[src/rtl/axis_dispatch_module.sv]
// Packet dispatcher: steers whole AXI-Stream packets to one of two
// channels by a user-sideband type field and flags beat-length mismatches.
module axis_dispatch_module #(
  parameter string       P_DISPATCH_LAYER = "MAC",
  parameter logic [15:0] P_C0_TYPE        = 16'h0800
) (
  input  logic        i_clk,
  input  logic        i_rst,
  input  logic [63:0] s_axis_in_data,
  input  logic [79:0] s_axis_in_user,
  input  logic [7:0]  s_axis_in_keep,
  input  logic        s_axis_in_last,
  input  logic        s_axis_in_valid,
  output logic        s_axis_in_ready,
  output logic [63:0] m_axis_c0_data,
  output logic [79:0] m_axis_c0_user,
  output logic [7:0]  m_axis_c0_keep,
  output logic        m_axis_c0_last,
  output logic        m_axis_c0_valid,
  input  logic        m_axis_c0_ready,
  output logic [63:0] m_axis_c1_data,
  output logic [79:0] m_axis_c1_user,
  output logic [7:0]  m_axis_c1_keep,
  output logic        m_axis_c1_last,
  output logic        m_axis_c1_valid,
  input  logic        m_axis_c1_ready,
  output logic        o_len_err
);

  localparam bit LP_IP = (P_DISPATCH_LAYER == "IP");

  typedef enum logic [1:0] {
    S_IDLE,
    S_C0,
    S_C1
  } state_t;

  state_t      r_state;
  state_t      w_state_nxt;
  logic [15:0] r_cnt;
  logic [15:0] r_len;
  logic        r_len_err;

  logic [63:0] r_c0_data;
  logic [79:0] r_c0_user;
  logic [7:0]  r_c0_keep;
  logic        r_c0_last;
  logic        r_c0_valid;
  logic [63:0] r_c1_data;
  logic [79:0] r_c1_user;
  logic [7:0]  r_c1_keep;
  logic        r_c1_last;
  logic        r_c1_valid;

  logic [15:0] w_type;
  logic [15:0] w_len;
  logic        w_dec_c1;
  logic        w_tgt_c1;
  logic        w_ready;
  logic        w_acc;
  logic        w_first;
  logic [15:0] w_cnt;
  logic [15:0] w_pkt_len;
  logic        w_err;

  assign w_type   = LP_IP ? {8'h00, s_axis_in_user[7:0]}
                          : s_axis_in_user[15:0];
  assign w_len    = LP_IP ? s_axis_in_user[55:40]
                          : s_axis_in_user[79:64];
  assign w_dec_c1 = (w_type != P_C0_TYPE);
  assign w_acc    = s_axis_in_valid && w_ready;
  assign w_first  = (r_state == S_IDLE);

  // Count of the beat being accepted now, saturating.
  assign w_cnt     = w_first ? 16'd1
                   : (r_cnt == 16'hFFFF) ? r_cnt
                   : r_cnt + 16'd1;
  assign w_pkt_len = w_first ? w_len : r_len;
  assign w_err     = w_acc && s_axis_in_last &&
                     (w_pkt_len != 16'd0) &&
                     (w_cnt != w_pkt_len);

  always_ff @(posedge i_clk or posedge i_rst) begin
    if (i_rst) r_state <= S_IDLE;
    else       r_state <= w_state_nxt;
  end

  always_comb begin
    w_state_nxt = r_state;
    if (w_acc) begin
      if (s_axis_in_last)
        w_state_nxt = S_IDLE;
      else if (w_first)
        w_state_nxt = w_dec_c1 ? S_C1 : S_C0;
    end
  end

  always_comb begin
    w_tgt_c1 = 1'b0;
    unique case (r_state)
      S_C0:    w_tgt_c1 = 1'b0;
      S_C1:    w_tgt_c1 = 1'b1;
      default: w_tgt_c1 = w_dec_c1;
    endcase
    w_ready = !i_rst && (w_tgt_c1
            ? (!r_c1_valid || m_axis_c1_ready)
            : (!r_c0_valid || m_axis_c0_ready));
  end

  always_ff @(posedge i_clk or posedge i_rst) begin
    if (i_rst) begin
      r_cnt     <= '0;
      r_len     <= '0;
      r_len_err <= 1'b0;
    end else begin
      r_len_err <= w_err;
      if (w_acc) begin
        r_cnt <= w_cnt;
        if (w_first) r_len <= w_len;
      end
    end
  end

  always_ff @(posedge i_clk or posedge i_rst) begin
    if (i_rst) begin
      r_c0_data  <= '0;
      r_c0_user  <= '0;
      r_c0_keep  <= '0;
      r_c0_last  <= 1'b0;
      r_c0_valid <= 1'b0;
    end else if (w_acc && !w_tgt_c1) begin
      r_c0_data  <= s_axis_in_data;
      r_c0_user  <= s_axis_in_user;
      r_c0_keep  <= s_axis_in_keep;
      r_c0_last  <= s_axis_in_last;
      r_c0_valid <= 1'b1;
    end else if (m_axis_c0_ready) begin
      r_c0_valid <= 1'b0;
    end
  end

  always_ff @(posedge i_clk or posedge i_rst) begin
    if (i_rst) begin
      r_c1_data  <= '0;
      r_c1_user  <= '0;
      r_c1_keep  <= '0;
      r_c1_last  <= 1'b0;
      r_c1_valid <= 1'b0;
    end else if (w_acc && w_tgt_c1) begin
      r_c1_data  <= s_axis_in_data;
      r_c1_user  <= s_axis_in_user;
      r_c1_keep  <= s_axis_in_keep;
      r_c1_last  <= s_axis_in_last;
      r_c1_valid <= 1'b1;
    end else if (m_axis_c1_ready) begin
      r_c1_valid <= 1'b0;
    end
  end

  assign s_axis_in_ready = w_ready;
  assign m_axis_c0_data  = r_c0_data;
  assign m_axis_c0_user  = r_c0_user;
  assign m_axis_c0_keep  = r_c0_keep;
  assign m_axis_c0_last  = r_c0_last;
  assign m_axis_c0_valid = r_c0_valid;
  assign m_axis_c1_data  = r_c1_data;
  assign m_axis_c1_user  = r_c1_user;
  assign m_axis_c1_keep  = r_c1_keep;
  assign m_axis_c1_last  = r_c1_last;
  assign m_axis_c1_valid = r_c1_valid;
  assign o_len_err       = r_len_err;

endmodule

[config.mk]
export PLATFORM = sky130hd
export DESIGN_NAME = axis_dispatch_module
export DESIGN_NICKNAME = d
export VERILOG_FILES = /design/src/rtl/axis_dispatch_module.sv
export SDC_FILE = /design/constraint.sdc
export NUM_CORES = 1
export LEC_CHECK = 0
export ABC_AREA = 1
export CAP_MARGIN = 20
export CELL_PAD_IN_SITES_DETAIL_PLACEMENT = 0
export CELL_PAD_IN_SITES_GLOBAL_PLACEMENT = 1
export CORE_MARGIN = 4
export CORE_UTILIZATION = 36
export DETAILED_ROUTE_END_ITERATION = 8
export PLACE_DENSITY_LB_ADDON = 0.1
export SYNTH_ARGS = -nofsm -noshare
export SYNTH_HDL_FRONTEND = slang
export SYNTH_SLANG_ARGS = --single-unit
export TNS_END_PERCENT = 30
[constraint.sdc]
create_clock -name i_clk -period 19.3 [get_ports i_clk]
set_input_delay 3.86 -clock i_clk [delete_from_list [all_inputs] [get_ports i_clk]]
set_output_delay 3.86 -clock i_clk [all_outputs]
set_load 0.005 [all_outputs]
==> flow_summary.ini <==
[critical_path]
endpoint = s_axis_in_ready
end_kind = output port
cp_cell_sequence = clkdlybuf4s50_1 > inv_1 > nand4_1 > nor2_1 > nand2_1 > nand2_1 > o21ai_4 > nand2_1 > o21ai_1 > nor2_4 > clkdlybuf4s50_1
start_kind = primary input
crit_start = s_axis_in_user[4]
required_ps = 15440
r2r_start = r_state[1]$_DFFE_PP0P_
arrival_ps = 5880
path_class = in2out
reg2reg_depth = 11
reg2reg_slack_ps = 15850
reg2reg_to = m_axis_c1_user[44]$_DFFE_PP0P_
path_max_fanout = 6
cp_slowest_cell = clkdlybuf4s50_1
max_stage_delay_ps = 530
worst_path_most_repeated_cell = nand2_1

[timing]
rsz0062_at_grt = no
report.final.slew_viol_count = 0
relSlewSlack_pct = 29.6
setup_viol = 0
fmax_mhz = 103
whs_ps = 468
tightest_slew_ps = 1060
fin_setup_tns_ps = 0
skew_ps = 10.1
layout_min_cycle_time_ps = 9740
period_share_pct = 50.4
hold_viol = 0

[floorplanning]
die_x_um = 210
io_pins = 468
rows = 73
die_h_um = 210
dieArea_sq_um = 44100
core_area_sq_um = 40000
start_util_pct = 36.7

[synth]
syn-cell-area_sq_um = 14700
ys.flop_type = dfrtp_1
yosysMostFrequentCell = nand2_1
synth_top_area_share_pct = 58.5
ys_seq_elements = 343
synth_seq_area_share_pct = 58.5
synthArstFlopShare_pct = 100
synthTopCellsByArea = dfrtp_1, nand2_1, nand4_1
synth_commonest_cells = nand2_1, dfrtp_1, o21ai_0
synth_edf_count = 0
yosysWarnings = 0
avgSynthCellArea_sq_um = 8.48
synthCells = 1730
synth_area_leader_cell = dfrtp_1
ys_types = 25
syn_nets = 1891

[finish]
layout-drive-gt1-share_pct = 4.05
syn2layout_area_growth_pct = 43.6
fin_util_pct = 52.7
nFillCells = 3834
layout.nets = 2304

[clocking]
cts_tree = done
clockBufferDepth = 3
postCtsSetupBuffers = 0
cts-hold-fix-buffers = 0
cts_max_level = 2
cts-resized-gates = 0
clkLatencyLatePin_ps = 550
clk_pin_slew_worst_paths_ps = 50
root_buffer = clkbuf_16
cts_sinks = 343
numCtsBuffers = 40

[route]
routedWlPerCell_um = 19.4
drc = 0
vias = 13245
routed_via_density = 4.91
drtIter0Drc = 818
routed_wl_um = 52400
antenna_left = 0
first_pass_iters = 5

[power_and_ir_drop]
finalPower_uw = 3210
p_leak_uw = 0.0103
irDropWorstVdd_mv = 0.0771
p_per_area_nw_per_um2 = 153

[global_routing]
grt_pass1_wl_um = 80300
grt-ovfl-total = 0
antenna_found_initial = 5
grt_start_max_net_pins = 145
grt_usage_pct = 23.1
first_global_vias = 13163

[placement]
routabilityCongestion = 0.833
port_buffers = 467
hpwl_um = 35900

[run_status]
status = finished, final reports clean

[worst_hold_path]
hp-class = reg2reg
hold_start = m_axis_c1_data[53]$_DFFE_PP0P_

[run]
maxCapViolCount = 0
==> per-stage QoR <==
step	worst slack [ps]	area, sq um	std cells
after floorplan	5530	14700	1730
after global routing	9420	21100	2699
after CTS	9560	21000	2693
after detailed placement	9570	19700	2623
final	9560	21100	2700
after global placement	9570	19700	2623
==> registers in the layout (all words and copies together), names as in the netlist <==
register	count
m_axis_c0_valid	1
m_axis_c0_keep	8
m_axis_c0_user	80
m_axis_c1_keep	8
m_axis_c1_data	64
m_axis_c1_user	80
r_len	16
m_axis_c0_last	1
m_axis_c1_valid	1
r_cnt	16
m_axis_c1_last	1
m_axis_c0_data	64
r_state	2
o_len_err	1
==> cell type report <==
| type | instances | area, sq um | share of cell area [%] |
|---|---|---|---|
| Timing Repair Buffer | 486 | 4890 | 23.2 |
| Clock buffer | 64 | 1250 | 5.94 |
| Inverter | 197 | 747 | 3.55 |
| Multi-Input combinational cell | 1075 | 4870 | 23.1 |
| Tap cell | 525 | 657 | 3.12 |
| Antenna cell | 4 | 10.0 | 0.0475 |
| Clock inverter | 6 | 62.6 | 0.297 |
| Sequential cell | 343 | 8580 | 40.7 |
==> placed cells by master, fill, tap and decap left out, types with 4 or more instances in the layout <==
master	synthesis	routed
clkbuf_16	0	41
diode_2	0	4
nand3_1	37	36
clkbuf_1	73	9
nand2_1	607	607
buf_4	1	15
inv_1	195	194
o21a_1	6	6
nand4_1	169	169
nor2_1	37	37
dfrtp_1	343	343
o21ai_0	201	201
clkdlybuf4s50_1	0	466
clkbuf_8	0	14
a21oi_1	4	4
==> metal layers <==
metal,share of wire (%),up-vias,GRT usage (%)
met5,0.031,-,0
met4,2.8,2,7.58
met3,7.6,74,6.52
met2,48,403,38.1
met1,42,6352,29.7
li1,-,6414,-
==> critical path, delay by kind of cell <==
family	cells	cell delay, ps
AO/OA/AOI/OAI	2	200
AND/OR/NAND/NOR	6	740
buffers and inverters	3	1050
==> worst min-delay path by stage <==
stage | end | cells past startpoint | slack, ps
after floorplan | r_state[0]$_DFFE_PP0P_ | 2 | 440
final | m_axis_c1_data[53]$_DFFE_PP0P_ | 2 | 470
after global routing | m_axis_c1_data[53]$_DFFE_PP0P_ | 2 | 480
after global placement | m_axis_c1_data[14]$_DFFE_PP0P_ | 2 | 450
after detailed placement | m_axis_c1_data[45]$_DFFE_PP0P_ | 2 | 460
after CTS | m_axis_c1_data[53]$_DFFE_PP0P_ | 2 | 470
==> power breakdown <==
part,internal (uW),switching [uW],leakage (uW)
Sequential,1030,179,0.00429
Combinational,680,563,0.00534
Clock,456,301,0.000651
==> kinds of logic (layout without fill, tap and decap cells) <==
kind of cell,count (synthesis),in the layout,synth area share [%]
other,0,4,0
adder cells (fa/ha/maj),3,3,0.256
AND/OR/NAND/NOR,855,855,25.1
XOR/XNOR,2,2,0.119
buffers and inverters,312,753,8.52
AO/OA/AOI/OAI,215,215,7.48
flip-flops,343,343,58.5
No activity file was read; power rests on OpenSTA's default activity.
